==> src/rtl/adc_calib_pkg.sv <==
// ---------------------------------------------------------------------------
// adc_calib_pkg
//   Shared definitions for the ADC input-delay tap calibration block:
//   FSM state encoding, tap/eye widths, default parameter values and the
//   helper that places the final tap in the centre of the passing window.
// ---------------------------------------------------------------------------
package adc_calib_pkg;

    // Delay-line geometry
    localparam int TAP_W   = 5;
    localparam int TAP_MAX = 31;
    localparam int EYE_W   = 6;          // holds 0..32

    // Internal cycle counter width (settle / check / timeout)
    localparam int CNT_W   = 16;

    // Parameter defaults for adc_tap_calib
    localparam logic [15:0] PATTERN_DEF     = 16'hA55A;
    localparam int          SETTLE_CYC_DEF  = 8;
    localparam int          SAMPLE_CNT_DEF  = 16;
    localparam int          MIN_EYE_DEF     = 4;
    localparam int          TIMEOUT_CYC_DEF = 255;

    typedef logic [TAP_W-1:0] tap_t;
    typedef logic [EYE_W-1:0] eye_t;

    typedef enum logic [2:0] {
        ST_IDLE,
        ST_SET,
        ST_SETTLE,
        ST_CHECK,
        ST_NEXT,
        ST_FINISH
    } cal_state_t;

    // Centre of a window: start + floor(len/2), saturated at the last tap.
    function automatic tap_t eye_center(input tap_t start, input eye_t len);
        logic [EYE_W:0] sum;
        sum = {2'b00, start} + {1'b0, len >> 1};
        if (sum > (EYE_W+1)'(TAP_MAX))
            return tap_t'(TAP_MAX);
        return sum[TAP_W-1:0];
    endfunction

endpackage : adc_calib_pkg

==> src/rtl/adc_eye_tracker.sv <==
// ---------------------------------------------------------------------------
// adc_eye_tracker
//   Tracks the longest run of consecutive passing taps during a sweep.
//   Results arrive in tap order (0, 1, 2, ...), one per 'valid' pulse, so
//   the tracker keeps its own tap index rather than taking one as input.
//
//   Ports
//     clk        : clock, rising edge
//     rst        : asynchronous active-high reset
//     valid      : one result for the next tap is presented this cycle
//     pass       : that tap passed (qualified by valid)
//     clear      : synchronous clear before a new sweep
//     close      : end of sweep; an open run is folded into the best
//     best_start : first tap of the best window
//     best_len   : width of the best window, in taps (0..32)
//
//   While 'close' is high the outputs already reflect the closed run, so
//   the caller can latch the final answer in that same cycle.
// ---------------------------------------------------------------------------
module adc_eye_tracker
    import adc_calib_pkg::*;
(
    input  logic clk,
    input  logic rst,
    input  logic valid,
    input  logic pass,
    input  logic clear,
    input  logic close,
    output tap_t best_start,
    output eye_t best_len
);

    tap_t idx;
    tap_t run_start;
    eye_t run_len;
    tap_t best_start_q;
    eye_t best_len_q;
    logic run_wins;

    // Strictly longer only: on a tie the earlier window stays the best.
    assign run_wins   = (run_len > best_len_q);

    assign best_start = (close && run_wins) ? run_start : best_start_q;
    assign best_len   = (close && run_wins) ? run_len   : best_len_q;

    always_ff @(posedge clk or posedge rst) begin
        if (rst) begin
            idx          <= '0;
            run_start    <= '0;
            run_len      <= '0;
            best_start_q <= '0;
            best_len_q   <= '0;
        end else if (clear) begin
            idx          <= '0;
            run_start    <= '0;
            run_len      <= '0;
            best_start_q <= '0;
            best_len_q   <= '0;
        end else if (valid) begin
            idx <= idx + 1'b1;
            if (pass) begin
                if (run_len == '0)
                    run_start <= idx;
                run_len <= run_len + 1'b1;
            end else begin
                if (run_wins) begin
                    best_start_q <= run_start;
                    best_len_q   <= run_len;
                end
                run_len <= '0;
            end
        end else if (close) begin
            // A run reaching the last tap never saw a failing tap to end it.
            if (run_wins) begin
                best_start_q <= run_start;
                best_len_q   <= run_len;
            end
            run_len <= '0;
        end
    end

endmodule : adc_eye_tracker

==> src/rtl/adc_tap_calib.sv <==
// ---------------------------------------------------------------------------
// adc_tap_calib
//   Sweeps a shared input-delay tap across all 32 settings, checks the four
//   deserialised ADC channels against a training word at each tap, finds
//   the widest passing window and parks the delay line in its centre.
//
//   Per tap: SET (1 cycle) -> SETTLE (>= SETTLE_CYC cycles, until the tap
//   readback matches) -> CHECK (exactly SAMPLE_CNT cycles) -> NEXT (1).
//   After tap 31, FINISH (1 cycle) decides DONE or FAIL.
//
//   Ports
//     CLK_DIV_IN       : only clock, rising edge
//     IO_RESET         : asynchronous active-high reset
//     START            : one-cycle calibration request (accepted in IDLE)
//     CH1..CH4_DATA    : deserialised 16-bit ADC words
//     IN_DELAY_TAP_OUT : tap value read back from the delay lines
//     IN_DELAY_TAP_IN  : commanded tap, common to all channels
//     BUSY             : sweep in progress
//     DONE / FAIL      : sticky result levels, cleared by the next START
//     EYE_WIDTH        : width of the best passing window (0..32)
// ---------------------------------------------------------------------------
module adc_tap_calib
    import adc_calib_pkg::*;
#(
    parameter logic [15:0] PATTERN     = PATTERN_DEF,
    parameter int          SETTLE_CYC  = SETTLE_CYC_DEF,
    parameter int          SAMPLE_CNT  = SAMPLE_CNT_DEF,
    parameter int          MIN_EYE     = MIN_EYE_DEF,
    parameter int          TIMEOUT_CYC = TIMEOUT_CYC_DEF
) (
    input  logic             CLK_DIV_IN,
    input  logic             IO_RESET,
    input  logic             START,
    input  logic [15:0]      CH1_DATA,
    input  logic [15:0]      CH2_DATA,
    input  logic [15:0]      CH3_DATA,
    input  logic [15:0]      CH4_DATA,
    input  logic [TAP_W-1:0] IN_DELAY_TAP_OUT,
    output logic [TAP_W-1:0] IN_DELAY_TAP_IN,
    output logic             BUSY,
    output logic             DONE,
    output logic             FAIL,
    output logic [EYE_W-1:0] EYE_WIDTH
);

    localparam logic [CNT_W-1:0] SETTLE_LAST  = CNT_W'(SETTLE_CYC - 1);
    localparam logic [CNT_W-1:0] SAMPLE_LAST  = CNT_W'(SAMPLE_CNT - 1);
    localparam logic [CNT_W-1:0] TIMEOUT_LAST = CNT_W'(TIMEOUT_CYC - 1);

    cal_state_t       state;
    tap_t             tap;
    logic [CNT_W-1:0] cnt;
    logic             tap_pass;

    logic             words_ok;
    logic             readback_ok;

    logic             trk_valid;
    logic             trk_clear;
    logic             trk_close;
    tap_t             best_start;
    eye_t             best_len;

    assign words_ok    = (CH1_DATA == PATTERN) && (CH2_DATA == PATTERN) &&
                         (CH3_DATA == PATTERN) && (CH4_DATA == PATTERN);
    assign readback_ok = (IN_DELAY_TAP_OUT == tap);

    assign trk_valid   = (state == ST_NEXT);
    assign trk_clear   = (state == ST_IDLE) && START;
    assign trk_close   = (state == ST_FINISH);

    adc_eye_tracker u_tracker (
        .clk        (CLK_DIV_IN),
        .rst        (IO_RESET),
        .valid      (trk_valid),
        .pass       (tap_pass),
        .clear      (trk_clear),
        .close      (trk_close),
        .best_start (best_start),
        .best_len   (best_len)
    );

    // NOTE: every register here, outputs included, is cleared by the async
    // reset, and all state updates use non-blocking assignments so that
    // every branch reads the pre-edge values of the other registers.
    always_ff @(posedge CLK_DIV_IN or posedge IO_RESET) begin
        if (IO_RESET) begin
            state           <= ST_IDLE;
            tap             <= '0;
            cnt             <= '0;
            tap_pass        <= 1'b0;
            IN_DELAY_TAP_IN <= '0;
            BUSY            <= 1'b0;
            DONE            <= 1'b0;
            FAIL            <= 1'b0;
            EYE_WIDTH       <= '0;
        end else begin
            case (state)
                ST_IDLE: begin
                    if (START) begin
                        DONE            <= 1'b0;
                        FAIL            <= 1'b0;
                        EYE_WIDTH       <= '0;
                        tap             <= '0;
                        IN_DELAY_TAP_IN <= '0;
                        BUSY            <= 1'b1;
                        state           <= ST_SET;
                    end
                end

                ST_SET: begin
                    cnt   <= '0;
                    state <= ST_SETTLE;
                end

                ST_SETTLE: begin
                    // A matching readback on the final allowed cycle still
                    // counts, so it is tested before the timeout.
                    if ((cnt >= SETTLE_LAST) && readback_ok) begin
                        cnt      <= '0;
                        tap_pass <= 1'b1;
                        state    <= ST_CHECK;
                    end else if (cnt == TIMEOUT_LAST) begin
                        FAIL            <= 1'b1;
                        IN_DELAY_TAP_IN <= '0;
                        BUSY            <= 1'b0;
                        state           <= ST_IDLE;
                    end else begin
                        cnt <= cnt + 1'b1;
                    end
                end

                ST_CHECK: begin
                    // Runs the full window even after a miss.
                    tap_pass <= tap_pass & words_ok;
                    if (cnt == SAMPLE_LAST)
                        state <= ST_NEXT;
                    else
                        cnt <= cnt + 1'b1;
                end

                ST_NEXT: begin
                    if (tap == tap_t'(TAP_MAX)) begin
                        state <= ST_FINISH;
                    end else begin
                        tap             <= tap + 1'b1;
                        IN_DELAY_TAP_IN <= tap + 1'b1;
                        state           <= ST_SET;
                    end
                end

                ST_FINISH: begin
                    EYE_WIDTH <= best_len;
                    if (best_len >= EYE_W'(MIN_EYE)) begin
                        IN_DELAY_TAP_IN <= eye_center(best_start, best_len);
                        DONE            <= 1'b1;
                    end else begin
                        IN_DELAY_TAP_IN <= '0;
                        FAIL            <= 1'b1;
                    end
                    BUSY  <= 1'b0;
                    state <= ST_IDLE;
                end

                default: begin
                    state <= ST_IDLE;
                    BUSY  <= 1'b0;
                end
            endcase
        end
    end

    // DONE and FAIL are two outcomes of one sweep and never coexist.
    a_done_fail_excl: assert property (
        @(posedge CLK_DIV_IN) disable iff (IO_RESET) !(DONE && FAIL)
    );

endmodule : adc_tap_calib

==> config.mk <==
export PLATFORM = sky130hd
export DESIGN_NAME = adc_tap_calib
export DESIGN_NICKNAME = d
export VERILOG_FILES = /design/src/rtl/adc_calib_pkg.sv /design/src/rtl/adc_eye_tracker.sv /design/src/rtl/adc_tap_calib.sv
export SDC_FILE = /design/constraint.sdc
export NUM_CORES = 1
export LEC_CHECK = 0
export ABC_AREA = 1
export CORE_MARGIN = 3
export CORE_UTILIZATION = 31
export CTS_CLUSTER_DIAMETER = 40
export DETAILED_ROUTE_END_ITERATION = 10
export GPL_TIMING_DRIVEN = 0
export PLACE_DENSITY = 0.65
export SLEW_MARGIN = 0
export SYNTH_ARGS = -nofsm -noshare
export SYNTH_HDL_FRONTEND = slang
export SYNTH_SLANG_ARGS = --single-unit
==> constraint.sdc <==
create_clock -name CLK_DIV_IN -period 3.5 [get_ports CLK_DIV_IN]
set_clock_uncertainty 0.15 [all_clocks]
set_input_delay 0.35 -clock CLK_DIV_IN [delete_from_list [all_inputs] [get_ports CLK_DIV_IN]]
set_output_delay 0.35 -clock CLK_DIV_IN [all_outputs]
set_load 0.02 [all_outputs]
# --- Word level (Yosys, flattened, before mapping) ---
# Cells that the tools add are included.
# Widths: inputs -> output; s select.
word_totals:
  reg_bits: 66
  in_bits: 72
  output_inout_bits: 14
  wordCells: 139
classes:
  addsub: 5
  order_cmp: 4
  n_eq_ne: 25
  muxes: 59
  bitwise_logic: 2
  n_reduce_logical: 30
op_table:
  columns: ["op", "n"]
  rows:
  - ["$mux 5", 19]
  - ["$mux 6", 11]
  - ["$eq 16x16->1 const B", 4]
  - ["$mux 16", 3]
  - ["$pmux 16 s3", 1]
  - ["$pmux 5 s4", 1]
  - ["$ne 2x2->1 const B", 9]
  - ["$add 16x1->16 const B", 1]
  - ["$eq 16x4->1 const B", 1]
  - ["$eq 16x8->1 const B", 1]
  - ["$ge 16x3->1 const B", 1]
  - ["$mux 3", 5]
  - ["$pmux 3 s5", 1]
  - ["$reduce_and 3->1", 5]
  - ["$mux 1", 12]
  - ["$pmux 6 s2", 1]
  - ["$reduce_bool 2->1", 6]
  - ["$add 5x1->5 const B", 2]
  - ["$pmux 5 s2", 1]
  - ["$reduce_and 5->1", 2]
  - ["$reduce_bool 3->1", 3]
  - ["$add 5x5->6", 1]
  - ["$add 6x1->6 const B", 1]
  - ["$eq 3x2->1 const B", 2]
  - ["20 further kinds", 31]

# --- Logic depth before layout (Yosys ltp) ---
depth:
  word_depth: 11
  depth_mapped: 25
  ltp_nobuf: 25

# --- Cells and area by module ---
# Synthesis repeated with hierarchy kept, for this count alone.
unflattened:
  cells_unflattened: 624
  hier_area_um2: 4513.1
modules_own_cells:
  columns: ["module", "n_inst", "cells_each", "area_each_um2", "seq_area_each_um2"]
  rows:
  - ["adc_tap_calib", 1, 413, 2806.4, 975.9]
  - ["adc_eye_tracker", 1, 211, 1706.6, 675.6]

# --- Worst setup path before layout ---
# OpenSTA, ideal clock, no wires.
synth_timing:
  path_kind: "reg2reg"
  startpoint: "register u_tracker.run_len[5]"
  endpoint: "register IN_DELAY_TAP_IN[3]"
  t_arrival_ps: 2498
  t_required_ps: 3234
  slack_ps: 735
  path_stages_with_launch: 21
  n_path_buf: 1
  path_cell_list: "dfrtp_1 -> ha_1 -> nand2_1 -> nor2_2 -> nand3_1 -> nand3_4 -> buf_6 -> inv_1 -> nand2_1 -> o21ai_0 -> ha_1 -> nand2_1 -> nand3b_2 -> nand2_2 -> nand2_1 -> nand2_1 -> nand2_1 -> nand2_1 -> nand2_1 -> nand2_1 -> nand2_1"
synth_between:
  elab_chain_cells: 11
synth_rtl:
  columns: ["item", "line_no", "rtl"]
  rows:
  - ["start, declared", "adc_eye_tracker.sv:35", "eye_t run_len;"]
  - ["start signal, assigned", "adc_eye_tracker.sv:64", "run_len <= run_len + 1'b1;"]
  - ["$gt 6x6->1", "adc_eye_tracker.sv:41", "assign run_wins = (run_len > best_len_q);"]
  - ["$logic_and 1x1->1", "adc_eye_tracker.sv:43, adc_eye_tracker.sv:44", null]
  - ["$mux 5 / $mux 6 (equally long branches)", "adc_eye_tracker.sv:43, adc_eye_tracker.sv:44", null]
  - ["$add 5x5->6", "adc_calib_pkg.sv:39", "sum = {2'b00, start} + {1'b0, len >> 1};"]
  - ["$gt 6x5->1", "adc_calib_pkg.sv:40", "if (sum > (EYE_W+1)'(TAP_MAX))"]
  - ["$mux 1", "adc_calib_pkg.sv:40", null]
  - ["$mux 1", "adc_tap_calib.sv:154", "if (best_len >= EYE_W'(MIN_EYE)) begin"]
  - ["$mux 1", "adc_tap_calib.sv:98", "case (state)"]
  - ["$mux 5", "adc_calib_pkg.sv:42", "return sum[TAP_W-1:0];"]
  - ["$mux 5 *", "adc_tap_calib.sv:154", null]
  - ["$pmux 5 s4 *", "adc_tap_calib.sv:98", null]
  - ["end signal, assigned", "adc_tap_calib.sv:147", "IN_DELAY_TAP_IN <= tap + 1'b1;"]
  - ["end signal, assigned", "adc_tap_calib.sv:155", "IN_DELAY_TAP_IN <= eye_center(best_start, best_len);"]
  - ["end, declared", "adc_tap_calib.sv:39", "output logic [TAP_W-1:0] IN_DELAY_TAP_IN,"]
# Every way passes the cells marked *; elsewhere a longest branch is shown, timed or not. The select of a mux whose other input is x is not followed.
# A chain may end at the register's enable or synchronous reset.

# --- Worst setup path after layout ---
layout_timing:
  startpoint: "register u_tracker.run_len[5]"
  endpoint: "register IN_DELAY_TAP_IN[4]"
# The elaborated chain is that of the path after synthesis.

==> flow_summary_export.csv <==
group,metric,value,unit
power_and_ir_drop,powerDensity,659,nW/um^2
worst_setup_path,crit_family,"simple AND/OR/NAND/NOR gates",
final_layout,final_nets,741,
grt,antenna_found_initial,0,
grt,grt_usage,14.9,%
worst_setup_path,critPathKind,"reg2reg",
worst_setup_path,reg2reg_depth,21,
cts,root_buffer,"clkbuf_16",
worst_setup_path,critical_path_buf_inv_count,2,
grt,grt_pass1_wl,17.9,mm
floorplanning,die_h,122,um
synth,synthDistinctLibCells,48,
floorplanning,ioPinCount,86,
timing,worst_pin_slew,0.842,ns
timing,whs,0.339,ns
timing,min_period,3.14,ns
floorplanning,initial_utilization,32.3,%
synth,synth-simple-area-share,30.2,%
synth,synth_top_flop_cell,"dfrtp_1",
timing,tns,0,ns
detailed_routing,dr.pass1.iters,4,
synth,synth-seq-cells,66,
final_layout,multi_input_area,2130,um^2
grt,grt_busiest_layer,"met2",
cts,post_cts_resized,0,
grt,grt_use_met1,17.6,%
worst_setup_path,crit_top_cell,"nand2_1",
cts,clk-insertion-delay-late,0.34,ns
worst_setup_path,end_kind,"register",
power_and_ir_drop,power.leakage,0.00259,uW
timing,slew_headroom,43.8,%
cts,cts_tree,"done",
timing,fmax,318,MHz
cts,post-cts-setup-buffers,0,
floorplanning,die_w,122,um
timing,final-setup-viol-count,0,
detailed_routing,viasPerCell,4.84,
run_status,status,"finished, final reports clean",
final_layout,antenna_cells,0,
cts,clock-sinks,66,
detailed_routing,ant_nets,0,
worst_setup_path,reg2reg_slack,0.36,ns
placement,dp_hpwl,8.30,mm
placement,dp.cells,812,
final_layout,fill_cells,1269,
synth,synth_enable_flop_cells,0,
floorplanning,rows,41,
worst_setup_path,arrival,3.23,ns
floorplanning,dieArea,14800,um^2
worst_setup_path,crit_required,3.59,ns
detailed_routing,drc,0,
power_and_ir_drop,vdd_drop_max,377,uV
worst_setup_path,path_cells,"ha_1 -> nand2_1 -> nor2_2 -> nand2_1 -> nand3_2 -> nand3_4 -> buf_6 -> o21ai_0 -> ha_1 -> ha_1 -> inv_1 -> nand2_1 -> nand3_1 -> nand2_1 -> nand2_1 -> nand2_1 -> nand2_1 -> nand2_1 -> nand2_1 -> nand2_1 -> nand2_1",
timing,hold_violations,0,
synth,synth_compound_area_share,13.8,%
detailed_routing,post_drt_wl_per_cell,12.7,um
cts,clock_path_buffers,2,
grt,grt_pass1_vias,4051,
detailed_routing,drt_iter0_markers,208,
synth,synth_fa_ha_area_share,5.42,%
cts,htreeDepth,3,
synth,synthCells,555,
worst_setup_path,worst-path-stages,21,
placement,io_buffers,85,
detailed_routing,totalWireLength,10.5,mm
synth,syn_area,4150,um^2
synth,yosysSeqAreaShare,39.8,%
grt,grt_max_degree,67,
synth,synth_top_family_by_area,"simple AND/OR/NAND/NOR gates",
synth,synthMuxAreaShare,0,%
worst_setup_path,worstSetupStartpointType,"register",
grt,grt_util_met2,26.9,%
worst_setup_path,critPathSlowestCell,"dfrtp_1",
grt,use_met3,3.71,%
cts,hold_buffers,0,
hold_path,hold_path.class,"reg2reg",
synth,netlist.top_cell.by_area,"dfrtp_1",
synth,synth_xor_area_share,1.90,%
hold_path,hold_depth,2,
cts,clk_pin_slew,0.07,ns
final_layout,final_cells,828,
grt,overflow,0,
timing,rsz0062_at_grt,"false",
synth,syn_area_per_cell,7.48,um^2
cts,numCtsBuffers,9,
synth,ys.warnings.count,0,
worst_setup_path,cp_max_fo,10,
final_layout,final-seq-area,1650,um^2
synth,ys_async_sr_fraction,100,%
job,maxCapViolCount,0,
detailed_routing,vias,4006,
worst_setup_path,max_stage_delay,0.46,ns
synth,syn_nets,645,
placement,globalplace.congestion,0.866,
timing,slew_viol_final,0,
final_layout,drive_above_1_share,7.01,%
timing,post-route-period-util,89.7,%
final_layout,syn_to_final_growth,34.1,%
synth,yosys.area.top_type_share,39.8,%
synth,synthTopCellsByArea,"dfrtp_1, nand2_1, inv_1",
floorplanning,core-area,12900,um^2
## registers in the layout, summed over array words and instances (netlist names)
| name | cells |
|---|---|
| u_tracker.run_len | 6 |
| u_tracker.idx | 5 |
| u_tracker.best_start_q | 5 |
| EYE_WIDTH | 6 |
| tap | 5 |
| FAIL | 1 |
| BUSY | 1 |
| DONE | 1 |
| u_tracker.best_len_q | 6 |
| cnt | 16 |
| state | 3 |
| tap_pass | 1 |
| u_tracker.run_start | 5 |
| IN_DELAY_TAP_IN | 5 |
## layout make-up
| cell class | instances | share of cell area [%] |
|---|---|---|
| timing repair buffer | 85 | 15.3 |
| tap | 172 | 3.86 |
| clock inverter | 7 | 2.22 |
| clock buffer | 9 | 4.04 |
| multi-input combinational | 401 | 38.2 |
| sequential | 66 | 29.6 |
| buffer | 13 | 1.66 |
| inverter | 75 | 5.10 |
## report_power, final
part	switching (uW)	leakage [uW]	total [uW]	internal [uW]
clock network	364	0.000167	1070	703
logic	966	0.00154	1570	601
registers	112	0.000886	1040	924
total	1440	0.00259	3670	2230
## tightest hold or removal path: stages (launching register included)
cell     delay [ns]
dfrtp_1        0.34
nand2_1        0.05
o21ai_0        0.06
## logic make-up after synthesis
logic type,Yosys count
simple gates,275
fa+ha+maj,18
xor+xnor,9
compound gates,99
buf+inv,88
flops,66
## layer usage
metal | share of wire (%) | routed length, um | vias to the layer above
met4 | 1.2 | 124 | 0
met5 | 0 | 0 | -
met3 | 5.7 | 604 | 11
li1 | - | - | 2025
met1 | 43 | 4530 | 1849
met2 | 50 | 5260 | 121
## placed cells by master (no fill, tap or decap), types with 14 or more instances in the layout
cell	count
nand3_1	46
dfrtp_1	66
nand4_1	14
nand2_1	137
a21oi_1	20
nor2_1	47
ha_1	18
inv_1	72
o21ai_0	54
clkdlybuf4s50_1	85
## through the flow
stage	cell area, um^2	setup WS (ns)	total power [uW]	util, %
2_1_floorplan	4150	0.735	2140	-
4_1_cts	5570	0.351	3700	43.3
6_report	5570	0.360	3670	43.3
3_5_place_dp	5220	0.359	2620	40.6
5_1_grt	5570	0.0127	3950	43.3
3_3_place_gp	5220	0.111	2580	40.5
## worst paths after layout
kind / from / endpoint
worst max-delay path: u_tracker.run_len[5] / IN_DELAY_TAP_IN[4]
worst min-delay path: EYE_WIDTH[2] / EYE_WIDTH[2]
worst max register to register: u_tracker.run_len[5] / IN_DELAY_TAP_IN[4]
worst min register to register: EYE_WIDTH[2] / EYE_WIDTH[2]
max in group asynchronous: IO_RESET / tap[4]
min in group asynchronous: IO_RESET / cnt[6]
## cells in the mapped netlist, types with 5 or more instances
cell,n
inv_1,73
o21ai_0,54
ha_1,18
dfrtp_1,66
o21a_1,5
xor2_1,5
nand3_1,46
nand2_1,137
nand4_1,14
nor3_1,9
nor2_1,47
a21oi_1,20
No activity file was read; power rests on OpenSTA's default activity.
==> variant 1, RTL diff (same settings) <==
`EYE_W`: 6 -> 12.
--- a/src/rtl/adc_calib_pkg.sv
+++ b/src/rtl/adc_calib_pkg.sv
@@ -11,3 +11,3 @@
     localparam int TAP_MAX = 31;
-    localparam int EYE_W   = 6;          // holds 0..32
+    localparam int EYE_W   = 12;          // holds 0..32
 
Interface: changed (resized EYE_WIDTH); port bits go from 86 to 92. No check against the original RTL was run, so the function may have changed too.
==> variant 1 against the original RTL <==
The run now ends with negative setup slack left; synthesized area rose by 24%; setup slack got worse by 0.46 ns; routed wire length rose by 32%; sequential power rose by 33%; power rose by 24%; non-clock buffer count rose by 22; die area rose by 23%; design area rose by 26%; cell count rose by 25%; sequential cell count rose by 18; hold slack got worse by 0.22 ns; critical path type unchanged; critical endpoint unchanged.
==> variant 1: results (changes against the original RTL) <==
Status = complete, but fails checks (was completed)
Failing checks = negative setup slack
IO Port Bufs = 91 (was 85)
Post-synthesis sequential area ratio = 40.78% (was 39.76%)
CP max stage delay = 0.47 ns
Ant diodes = 0 (unchanged)
Maximum VDD drop = 310.5 µV (was 376.5 µV)
Max clock buf depth = 2 (unchanged)
CP Max Fanout = 8 (was 10)
Grt met1 use = 20.51% (was 17.58%)
Count of cell types in the netlist = 38 (was 48)
Tot GR Track Use = 15.59% (was 14.88%)
Leakage dissipation = 3.267 nW (was 2.589 nW)
Max stage delay cell, worst path = dfrtp_2 (was dfrtp_1)
Num CTS Buffers = 9 (unchanged)
Count of pins over their slew limit = 0 (unchanged)
Asr flop ratio synth = 100.0% (unchanged)
YS warnings = 0 (unchanged)
TNS Setup = -0.3038 ns (was 0 ns)
# H-tree levels = 3 (unchanged)
Layout cells sized above 1 = 12.97% (was 7.012%)
Max reg flops = 16 (unchanged)
Worst-Margin Slew = 0.9545 ns (was 0.8423 ns)
RD Place Congestion = 0.9091 (was 0.8658)
Final setup margin = -0.09672 ns (was 0.3603 ns)
Worst Hold Class = input port to asynchronous set/reset pin (was flop to flop)
HPWL after DPL = 10450 µm (was 8299 µm)
Largest cells by area after synthesis = dfrtp_1 41%, nand2_1 11%, inv_1 7.1% (was dfrtp_1 40%, nand2_1 12%, inv_1 6.6%)
FILL cells = 1615 (was 1269)
Root buf cell = clkbuf_16 (unchanged)
Via density = 4.852 (was 4.838)
Place WS = -0.3803 ns (was 0.3589 ns)
Cell family with most CP delay = simple AND/OR/NAND/NOR gates (unchanged)
Largest net degree at the start of global routing = 72 (was 67)
Number of global-route vias before repair = 4750 (was 4051)
Detailed Route WL = 13900 µm (was 10520 µm)
GRT met2 Usage = 26.04% (was 26.93%)
Final #Nets = 909 (was 741)
CTS clk-pin slew, worst paths = 0.06 ns
DR iter-0 viols = 302 (was 208)
Met3 GRT Util = 3.726% (was 3.714%)
Setup-failing EPs final = 5 (was 0)
Syn Nets = 791 (was 645)
Most frequent cells after synthesis = 154 x nand2_1, 97 x inv_1, 84 x dfrtp_1, 68 x nand3_1, 58 x o21ai_0 (was 137 x nand2_1, 73 x inv_1, 66 x dfrtp_1, 54 x o21ai_0, 47 x nor2_1)
Critical Path AT = 3.69 ns (was 3.23 ns)
Global-route wire length before repair = 22770 µm (was 17920 µm)
variant 1: worst paths after layout:
| check | start | to | slack, ns |
|---|---|---|---|
| min | IO_RESET | cnt[14] | 0.12 |
| min in group CLK_DIV_IN | IN_DELAY_TAP_IN[3] | IN_DELAY_TAP_IN[3] | 0.33 |
| max reg2reg | u_tracker.run_len[6] | IN_DELAY_TAP_IN[4] | -0.1 |
| min reg2reg | IN_DELAY_TAP_IN[3] | IN_DELAY_TAP_IN[3] | 0.33 |
| max in group asynchronous | IO_RESET | tap[1] | 2.46 |
| max | u_tracker.run_len[6] | IN_DELAY_TAP_IN[4] | -0.1 |
variant 1: kinds of logic (layout without fill, tap and decap cells):
logic type,after synthesis,in the layout,synth area share [%]
AO/OA/AOI/OAI,105,105,10.68
XOR/XNOR,13,13,2.209
adder cells (fa/ha/maj),25,25,6.214
buffers and inverters,120,243,9.272
flip-flops,84,84,40.78
AND/OR/NAND/NOR,347,347,30.85
variant 1: through the flow:
step / cells / instance area (µm²) / hold slack (ns) / power [mW]
after floorplan: 694 / 5155 / 0.3165 / 2.684
after global placement: 1001 / 6336 / 0.3197 / 3.239
after detailed placement: 1002 / 6366 / 0.3191 / 3.275
after CTS: 1028 / 6912 / 0.1255 / 4.494
after global routing: 1033 / 7004 / 0.1371 / 4.903
final: 1033 / 7004 / 0.1221 / 4.548
variant 1: metal layers:
| layer | vias to the layer above | wire [µm] |
|---|---|---|
| li1 | 2529 | - |
| met1 | 2320 | 6317 |
| met2 | 143 | 6668 |
| met3 | 20 | 715 |
| met4 | 0 | 199 |
| met5 | - | 0 |
variant 1: repair_timing:
| action | 4_1_cts | 5_1_grt |
|---|---|---|
| pin swaps | 15 | 14 |
| resized for setup | 35 | 16 |
| setup endpoints to repair | 5 | 5 |
| gates cloned | 0 | 0 |
| hold buffers | 0 | 0 |
| buffers inserted | 10 | 5 |
variant 1: area by class of cell:
cell class | instances | share of cell area, %
tap | 216 | 3.859
multi-input combinational | 490 | 39.39
buffer | 13 | 1.143
timing repair buffer | 107 | 15.06
clock buffer | 9 | 3.215
sequential | 84 | 30.08
inverter | 107 | 5.824
clock inverter | 7 | 1.429
variant 1: power by group:
part	total [mW]	leakage (nW)	switching, mW	internal, mW
Clock	1.05	0.154	0.418	0.630
Combinational	2.12	2.00	1.28	0.838
Sequential	1.38	1.11	0.157	1.22
==> variant 2, RTL diff (config.mk and constraints unchanged) <==
Without the edit above. The 6 states of `cal_state_t` get a Gray code encoding in 3 bits.
--- a/src/rtl/adc_calib_pkg.sv
+++ b/src/rtl/adc_calib_pkg.sv
@@ -27,8 +27,8 @@
     typedef enum logic [2:0] {
-        ST_IDLE,
-        ST_SET,
-        ST_SETTLE,
-        ST_CHECK,
-        ST_NEXT,
-        ST_FINISH
+        ST_IDLE   = 3'b000,
+        ST_SET    = 3'b001,
+        ST_SETTLE = 3'b011,
+        ST_CHECK  = 3'b010,
+        ST_NEXT   = 3'b110,
+        ST_FINISH = 3'b111
     } cal_state_t;
Function: no difference found for any inputs over 10 cycles, from zero or initial values and one cycle with IO_RESET high; not proved beyond that.
==> variant 2 against the original RTL <==
Power grew 2.4%; setup slack lost 0.070 ns; synthesized area grew 1.7%; core utilization shrank 0.66 points; design area grew 1.7%; global-route usage grew 0.18 points; hold slack lost 0.0057 ns; first-iteration DRC count shrank 7.2%; sequential cell count is the same; routed wire length grew 2.2%; non-clock buffer count shrank 1; critical endpoint unchanged; largest cell class unchanged.
==> variant 2: results (changes against the original RTL) <==
Worst hold margin = 0.3335 ns (was 0.3392 ns)
Grt met1 use = 19.87% (was 17.58%)
Global-route wire length before repair = 18050 µm (was 17920 µm)
Syn Nets = 671 (was 645)
Met3 GRT Util = 3.456% (was 3.714%)
Maximum VDD drop = 337.2 µV (was 376.5 µV)
Clk. pwr = 1.11 mW (was 1.07 mW)
Rel. slew slack = 44.34% (was 43.85%)
Count of cell types in the netlist = 45 (was 48)
HPWL after DPL = 8355 µm (was 8299 µm)
DR iter-0 viols = 193 (was 208)
GRT met2 Usage = 25.08% (was 26.93%)
Critical Path AT = 3.28 ns (was 3.23 ns)
Most frequent cells after synthesis = 141 x nand2_1, 82 x inv_1, 66 x dfrtp_1, 57 x nor2_1, 48 x nand3_1 (was 137 x nand2_1, 73 x inv_1, 66 x dfrtp_1, 54 x o21ai_0, 47 x nor2_1)
Tot GR Track Use = 15.06% (was 14.88%)
Detailed Route WL = 10760 µm (was 10520 µm)
WL met1 = 4954 µm (was 4534 µm)
Post-synthesis sequential area ratio = 39.09% (was 39.76%)
Pre-antenna DRT Iters = 6 (was 4)
Placed inst area = 0.005299 mm² (was 0.005223 mm²)
Met2 Wirelength = 5317 µm (was 5259 µm)
DR WL met3 = 367 µm (was 604 µm)
Status = completed (unchanged)
FILL cells = 1329 (was 1269)
Comb pwr share = 41.8% (was 42.7%)
Final #Nets = 767 (was 741)
P_sw = 1.424 mW (was 1.442 mW)
Worst Min Path Start = DONE (was EYE_WIDTH[2])
Initial Util = 31.78% (was 32.26%)
Fin crit share = 91.70% (was 89.71%)
[variant 2: changes by cell type in the layout (fill, tap and decap cells not counted), moves of 5 or more]
cell	before	now
nand4_1	14	19
nor2_1	47	57
inv_1	72	81
o21ai_0	54	44
[variant 2: logic make-up after synthesis]
family / Yosys count / synth area share, %
DFF: 66 / 39.09
buffers and inverters: 100 / 9.654
and+or+nand+nor: 294 / 31.03
AOI/OAI and AO/OA: 95 / 13.24
adders and majority gates: 18 / 5.330
xor gates and xnor gates: 8 / 1.658
[variant 2: metrics by stage]
stage	instances	power, mW
final	858	3.759
after floorplan	581	2.143
after CTS	858	3.802
after global routing	858	4.070
after global placement	842	2.654
after detailed placement	842	2.672
[variant 2: cell type report]
type	instances	area (µm²)	share of cell area (%)
Timing Repair Buffer	85	850.8	15.02
Clock buffer	9	225.2	3.975
Inverter	88	332.8	5.875
Sequential cell	66	1652	29.15
Tap cell	176	220.2	3.887
Buffer	12	77.57	1.369
Clock inverter	7	141.4	2.496
Multi-Input combinational cell	415	2166	38.23
